**config.mk**
```make
export PLATFORM = sky130hd
export DESIGN_NAME = win_addr_gen
export DESIGN_NICKNAME = d
export VERILOG_FILES = /design/src/rtl/win_addr_gen.sv
export SDC_FILE = /design/constraint.sdc
export NUM_CORES = 2
export LEC_CHECK = 0
export CAP_MARGIN = 10
export CORE_ASPECT_RATIO = 0.6
export CORE_MARGIN = 2
export CORE_UTILIZATION = 54
export CTS_CLUSTER_DIAMETER = 200
export DETAILED_ROUTE_END_ITERATION = 8
export PLACE_DENSITY = 0.79
export SYNTH_ARGS = -nofsm -noshare
export SYNTH_HDL_FRONTEND = slang
export SYNTH_SLANG_ARGS = --single-unit
```
**constraint.sdc**
```tcl
create_clock -name clk -period 51.9 [get_ports clk]
set_input_delay 12.975 -clock clk [delete_from_list [all_inputs] [get_ports clk]]
set_output_delay 12.975 -clock clk [all_outputs]
set_load 0.01 [all_outputs]
```
**src/rtl/win_addr_gen.sv**
```systemverilog
// win_addr_gen: image-window address generator (img2col order).
// On a start pulse it latches a layer command, checks it, and streams one
// image-memory word address per window element. The loop order is output
// row, output column, kernel row, kernel column, and channel innermost.
// When the stream ends it pulses done.
//
// Ports:
//   clk, rst       clock, synchronous active-high reset
//   start          one-cycle launch pulse, sampled only in IDLE
//   op_type        000 idle, 001 conv, 100 max pool, 101 avg pool
//   stride, kernel window step and window side K
//   i_side, o_side input and output feature-map sides
//   i_channel      number of input channels
//   addr           registered read word address
//   addr_valid     addr is valid (held while addr_ready is low)
//   addr_ready     consumer accepts addr
//   win_last       addr is the last element of its window
//   busy           high in CHECK and RUN
//   done           one-cycle completion pulse
//   err            one-cycle pulse with done when the config is rejected
module win_addr_gen #(
    parameter int          ADDR_W   = 32,
    parameter logic [31:0] IMG_BASE = 32'h000A_0000
) (
    input  logic              clk,
    input  logic              rst,
    input  logic              start,
    input  logic [2:0]        op_type,
    input  logic [3:0]        stride,
    input  logic [7:0]        kernel,
    input  logic [7:0]        i_side,
    input  logic [7:0]        o_side,
    input  logic [15:0]       i_channel,
    output logic [ADDR_W-1:0] addr,
    output logic              addr_valid,
    input  logic              addr_ready,
    output logic              win_last,
    output logic              busy,
    output logic              done,
    output logic              err
);

    typedef enum logic [1:0] {
        S_IDLE  = 2'd0,
        S_CHECK = 2'd1,
        S_RUN   = 2'd2,
        S_DONE  = 2'd3
    } state_t;

    state_t state_q;

    // Latched command
    logic [2:0]  op_q;
    logic [3:0]  stride_q;
    logic [7:0]  k_q;
    logic [7:0]  iside_q;
    logic [7:0]  oside_q;
    logic [15:0] ich_q;

    // Odometer counters
    logic [7:0]  oy_q, ox_q, ky_q, kx_q;
    logic [15:0] c_q;
    logic [7:0]  oy_d, ox_d, ky_d, kx_d;
    logic [15:0] c_d;

    logic [ADDR_W-1:0] addr_q, addr_d;
    logic              addr_valid_q, win_last_q, win_last_d;
    logic              busy_q, done_q, err_q;

    logic              last_c, last_kx, last_ky, last_ox, last_oy, stream_end;
    logic              op_ok, cfg_bad;
    logic [16:0]       span;
    logic [ADDR_W-1:0] iy, ix;

    // Config evaluation on the latched command
    always_comb begin
        op_ok   = (op_q == 3'b001) || (op_q == 3'b100) || (op_q == 3'b101);
        // Input extent covered by the last window; 17 bits cannot overflow.
        span    = (17'(oside_q) - 17'd1) * 17'(stride_q) + 17'(k_q);
        cfg_bad = (stride_q == 4'd0) || (k_q == 8'd0) || (oside_q == 8'd0) ||
                  (ich_q == 16'd0) || (span > 17'(iside_q));
    end

    // Next counter values after a handshake, and the address they select
    always_comb begin
        last_c     = (c_q  == ich_q - 16'd1);
        last_kx    = (kx_q == k_q - 8'd1);
        last_ky    = (ky_q == k_q - 8'd1);
        last_ox    = (ox_q == oside_q - 8'd1);
        last_oy    = (oy_q == oside_q - 8'd1);
        stream_end = last_c && last_kx && last_ky && last_ox && last_oy;

        c_d  = last_c ? 16'd0 : c_q + 16'd1;
        kx_d = kx_q;
        ky_d = ky_q;
        ox_d = ox_q;
        oy_d = oy_q;
        if (last_c) begin
            kx_d = last_kx ? 8'd0 : kx_q + 8'd1;
            if (last_kx) begin
                ky_d = last_ky ? 8'd0 : ky_q + 8'd1;
                if (last_ky) begin
                    ox_d = last_ox ? 8'd0 : ox_q + 8'd1;
                    if (last_ox) begin
                        oy_d = oy_q + 8'd1;
                    end
                end
            end
        end

        win_last_d = (ky_d == k_q - 8'd1) && (kx_d == k_q - 8'd1) &&
                     (c_d == ich_q - 16'd1);

        iy     = ADDR_W'(oy_d) * ADDR_W'(stride_q) + ADDR_W'(ky_d);
        ix     = ADDR_W'(ox_d) * ADDR_W'(stride_q) + ADDR_W'(kx_d);
        addr_d = ADDR_W'(IMG_BASE) +
                 (iy * ADDR_W'(iside_q) + ix) * ADDR_W'(ich_q) + ADDR_W'(c_d);
    end

    always_ff @(posedge clk) begin
        if (rst) begin
            state_q      <= S_IDLE;
            op_q         <= '0;
            stride_q     <= '0;
            k_q          <= '0;
            iside_q      <= '0;
            oside_q      <= '0;
            ich_q        <= '0;
            oy_q         <= '0;
            ox_q         <= '0;
            ky_q         <= '0;
            kx_q         <= '0;
            c_q          <= '0;
            addr_q       <= '0;
            addr_valid_q <= 1'b0;
            win_last_q   <= 1'b0;
            busy_q       <= 1'b0;
            done_q       <= 1'b0;
            err_q        <= 1'b0;
        end else begin
            done_q <= 1'b0;
            err_q  <= 1'b0;
            case (state_q)
                S_IDLE: begin
                    if (start) begin
                        op_q     <= op_type;
                        stride_q <= stride;
                        k_q      <= kernel;
                        iside_q  <= i_side;
                        oside_q  <= o_side;
                        ich_q    <= i_channel;
                        busy_q   <= 1'b1;
                        state_q  <= S_CHECK;
                    end
                end
                S_CHECK: begin
                    if (!op_ok || cfg_bad) begin
                        // Idle opcode ends quietly; a bad geometry is flagged.
                        busy_q  <= 1'b0;
                        done_q  <= 1'b1;
                        err_q   <= op_ok;
                        state_q <= S_DONE;
                    end else begin
                        oy_q         <= '0;
                        ox_q         <= '0;
                        ky_q         <= '0;
                        kx_q         <= '0;
                        c_q          <= '0;
                        addr_q       <= ADDR_W'(IMG_BASE);
                        addr_valid_q <= 1'b1;
                        win_last_q   <= (k_q == 8'd1) && (ich_q == 16'd1);
                        state_q      <= S_RUN;
                    end
                end
                S_RUN: begin
                    if (addr_valid_q && addr_ready) begin
                        if (stream_end) begin
                            addr_q       <= '0;
                            addr_valid_q <= 1'b0;
                            win_last_q   <= 1'b0;
                            busy_q       <= 1'b0;
                            done_q       <= 1'b1;
                            state_q      <= S_DONE;
                        end else begin
                            oy_q       <= oy_d;
                            ox_q       <= ox_d;
                            ky_q       <= ky_d;
                            kx_q       <= kx_d;
                            c_q        <= c_d;
                            addr_q     <= addr_d;
                            win_last_q <= win_last_d;
                        end
                    end
                end
                S_DONE: begin
                    state_q <= S_IDLE;
                end
                default: begin
                    state_q <= S_IDLE;
                end
            endcase
        end
    end

    assign addr       = addr_q;
    assign addr_valid = addr_valid_q;
    assign win_last   = win_last_q;
    assign busy       = busy_q;
    assign done       = done_q;
    assign err        = err_q;

endmodule
```
==> results.json <==
{
  "timing.critical_path.buf_inv": 11,
  "violated_checks": "DRC",
  "netlist_top_cells_area": "sky130_fd_sc_hd__fa_1 32%, sky130_fd_sc_hd__ha_1 11%, sky130_fd_sc_hd__dfxtp_1 9.8%",
  "layout.cell_area.non_filler_um2": 29390,
  "grt_start_max_net_pins": 70,
  "first_iter_violations": 2769,
  "max-cap-violations": 0,
  "synth-edff-count": 0,
  "top_cell_type_s_share_of_synthesized_area_pct": 31.60,
  "min_delay_startpoint": "addr[15]",
  "post-route-drc-count": 10,
  "hold_path_depth": 2,
  "critical_path.most_common_cell": "sky130_fd_sc_hd__fa_1",
  "commonest_cells_after_routing_fill_and_taps_aside": "619 x sky130_fd_sc_hd__inv_1, 472 x sky130_fd_sc_hd__nand2_1, 432 x sky130_fd_sc_hd__fa_1",
  "run_status": "finished, violations left",
  "final_layout_size_suffix_gt1_share_pct": 3.442,
  "leakagePower_uw": 0.01361,
  "finish.net_count": 4051,
  "vias": 22830,
  "placed_cell_area_um2": 28820,
  "ys.flop_type": "sky130_fd_sc_hd__dfxtp_1",
  "timing.max_slew.rel_slack_pct": 20.81,
  "wl_per_cell_um": 18.90,
  "sw_frac_of_total_pct": 51.13,
  "setup_repair_after_global_routing_missed_its_margin": "no",
  "drt-vias-per-instance": 5.674,
  "insertion_delay_ns": 0.47,
  "fp.coreArea_um2": 49740,
  "ys_seq_elements": 134,
  "clock_skew_ns": 0.02209,
  "mappedNetlistArea_um2": 27370,
  "route.final.wire_length_mm": 76.05,
  "numClockSinks": 134,
  "critical_path_capture_point_type": "register",
  "critical_path.reg2reg.endpoint": "addr[31]",
  "fin_worst_hold_slack_ns": 0.4497,
  "length_in_cells_of_the_worst_reg_to_reg_path": 70,
  "share_comb_of_total_power_pct": 56.7,
  "cts-root-buf": "sky130_fd_sc_hd__clkbuf_16",
  "post_drt_antenna_nets": 0,
  "slew_violations": 0,
  "cts_tree": "built",
  "irDropWorstVdd_mv": 0.03882,
  "synth.distinct_cells": 87,
  "htree_num_levels": 4,
  "antennaDiodeCount": 0,
  "worst_ep_arrival_time_ns": 19.70,
  "wl_met2_mm": 29.68,
  "timing.final.crit_share_pct": 37.30,
  "number_of_setup_violations_in_the_final_report": 0,
  "timing.setup.tns_ns": 0,
  "top_routing_layer_in_use": "met5",
  "dp.final_hpwl_mm": 60.68,
  "grt_util_all_layers_pct": 29.99,
  "row_count": 63,
  "dr.pass1.iters": 9,
  "ioPinCount": 88,
  "synthCells": 3342,
  "min_delay_worst_endpoint": "addr[15]",
  "port_buffers": 87,
  "routabilityCongestion": 1.014,
  "timing.final.hold_violations": 0,
  "global_route_wire_length_before_repair_mm": 122.1,
  "dieHeight_um": 178.4,
  "setup.worst_path.class": "register to register",
  "total_switching_power_uw": 310.4,
  "grt_remaining_overflow": 0,
  "rrSetupSlack_ns": 32.54,
  "worst_path_dominant_cell_family": "adder cells",
  "timing.fmax_mhz": 51.66,
  "area_delta_synth_final_pct": 7.393,
  "via_count_of_the_first_global_routing_pass": 22030,
  "timing.rr.start": "ich_q[0]",
  "internal_power_uw": 296.7,
  "die-area_um2": 52560,
  "wl_met1_mm": 33.54,
  "worstSetupStartpointType": "register",
  "crit_path_max_incr_delay_ns": 0.62,
  "cts_inserted_buffers": 17,
  "startpoint": "ich_q[0]",
  "postSynthNetCount": 4065,
  "hold_class": "register to register",
  "power_share_of_the_clock_group_pct": 21.0,
  "critical_path_peak_fanout": 18,
  "synthDominantAreaCellType": "sky130_fd_sc_hd__fa_1",
  "cts.reportedPaths.clkPinSlew_ns": 0.07,
  "most_frequent_standard_cell_in_the_layout_excluding_fill_and_tap_cells": "sky130_fd_sc_hd__inv_1",
  "start_util_pct": 55.02,
  "power.density_cell_area_nw_per_um2": 20.65,
  "postCtsSetupBuffers": 0,
  "grt_antenna_before_repair": 1,
  "syn_avg_cell_area_um2": 8.189,
  "critPathRequiredTime_ns": 52.25,
  "power_frac_seq_pct": 22.3,
  "max_slew.worst_pin.slew_ns": 1.182,
  "cts_max_path_buffers": 2,
  "cts_resized": 0,
  "synth_async_sr_flop_share_pct": 0,
  "ys.warnings.count": 0,
  "post_cts_hold_buffer_count": 0,
  "met3_length_mm": 11.40,
  "seq_area_frac_synth_pct": 9.802,
  "finalWorstPathRequiredPeriod_ns": 19.36,
  "p_total_uw": 607.1,
  "timing.critical_path.slowest_stage_cell": "sky130_fd_sc_hd__nor4_2",
  "die_x_um": 294.6
}
-- cells in the mapped netlist (5+ instances only) --
cell type,number
sky130_fd_sc_hd__a211oi_1,15
sky130_fd_sc_hd__a21boi_0,6
sky130_fd_sc_hd__a21o_1,22
sky130_fd_sc_hd__a21oi_1,154
sky130_fd_sc_hd__a22oi_1,34
sky130_fd_sc_hd__a31oi_1,11
sky130_fd_sc_hd__and2_1,205
sky130_fd_sc_hd__and3_1,20
sky130_fd_sc_hd__and4_1,10
sky130_fd_sc_hd__buf_1,5
sky130_fd_sc_hd__buf_2,10
sky130_fd_sc_hd__clkbuf_1,150
sky130_fd_sc_hd__dfxtp_1,134
sky130_fd_sc_hd__fa_1,432
sky130_fd_sc_hd__ha_1,240
sky130_fd_sc_hd__inv_1,619
sky130_fd_sc_hd__mux2i_1,7
sky130_fd_sc_hd__nand2_1,473
sky130_fd_sc_hd__nand2b_1,24
sky130_fd_sc_hd__nand3_1,58
sky130_fd_sc_hd__nand3b_1,7
sky130_fd_sc_hd__nand4_1,23
sky130_fd_sc_hd__nor2_1,153
sky130_fd_sc_hd__nor2b_1,70
sky130_fd_sc_hd__nor3_1,49
sky130_fd_sc_hd__nor4_1,14
sky130_fd_sc_hd__o2111ai_1,6
sky130_fd_sc_hd__o211ai_1,8
sky130_fd_sc_hd__o21a_1,19
sky130_fd_sc_hd__o21ai_0,50
sky130_fd_sc_hd__o21ai_1,9
sky130_fd_sc_hd__o21bai_1,9
sky130_fd_sc_hd__o22ai_1,12
sky130_fd_sc_hd__o31ai_1,6
sky130_fd_sc_hd__or2_2,7
sky130_fd_sc_hd__or3_1,12
sky130_fd_sc_hd__or4_1,9
sky130_fd_sc_hd__xnor2_1,112
sky130_fd_sc_hd__xnor3_1,7
sky130_fd_sc_hd__xor2_1,47
-- tightest hold or removal path, cell delays in order, from the launching register on --
cell                      delay [ns]
sky130_fd_sc_hd__dfxtp_1        0.31
sky130_fd_sc_hd__nand2_1        0.05
sky130_fd_sc_hd__a21oi_1        0.05
-- kinds of logic (layout without fill, tap and decap cells) --
logic type / count (synthesis) / count (layout) / synth area share [%]
AND/OR/NAND/NOR: 1165 / 1165 / 21.03
XOR/XNOR: 169 / 169 / 5.925
buffers and inverters: 787 / 786 / 10.89
AO/OA/AOI/OAI: 406 / 406 / 9.441
multiplexers: 9 / 9 / 0.3383
adder cells (fa/ha/maj): 672 / 672 / 42.57
flip-flops: 134 / 134 / 9.802
-- worst max-delay path by stage --
stage / end / slack (ns) / cells after the start
floorplan: addr[31] / 34.80 / 71
global placement: addr[31] / 33.28 / 71
detailed placement: addr[31] / 32.78 / 71
CTS: addr[31] / 32.74 / 70
global route: addr[31] / 31.20 / 70
finish: addr[31] / 32.54 / 70
-- area by class of cell --
| cell class | count | area, µm² |
|---|---|---|
| clock inverters | 14 | 141.4 |
| fillers | 4360 | 20350 |
| repair buffers | 135 | 1224 |
| multi-input cells | 2421 | 21740 |
| clock buffers | 18 | 429.2 |
| flip-flops and latches | 134 | 2683 |
| inverters | 619 | 2323 |
| well taps | 682 | 853.3 |
-- registers in the layout (all words and copies together) (netlist names) --
signal and cells:
kx_q 8, ich_q 16, win_last 1, done 1, iside_q 8, k_q 8, addr_valid 1, stride_q 4
ox_q 8, op_q 3, addr 32, state_q 2, oside_q 8, busy 1, ky_q 8, c_q 16
err 1, oy_q 8
-- routing by layer --
metal / track usage (%) / up-vias
met5: 0 / -
met4: 6.101 / 2
met3: 11.60 / 122
met2: 40.04 / 1294
met1: 45.30 / 11000
li1: - / 10410
-- per-stage QoR --
step | std cells | worst slack [ns] | util [%]
after floorplan | 3342 | 34.80 | -
after global placement | 3989 | 33.28 | 57.92
after detailed placement | 3990 | 32.78 | 57.93
after CTS | 4022 | 32.74 | 59.08
after global routing | 4023 | 31.20 | 59.09
final | 4023 | 32.54 | 59.09
-- power by group through the flow --
stage	registers, µW	logic, µW	clock network, µW
2_1_floorplan	122	232	0
3_3_place_gp	136	324	0
3_5_place_dp	136	327	0
4_1_cts	134	330	127
5_1_grt	137	372	132
6_report	135	344	128
Note: power is estimated with default switching activity, not from simulation.
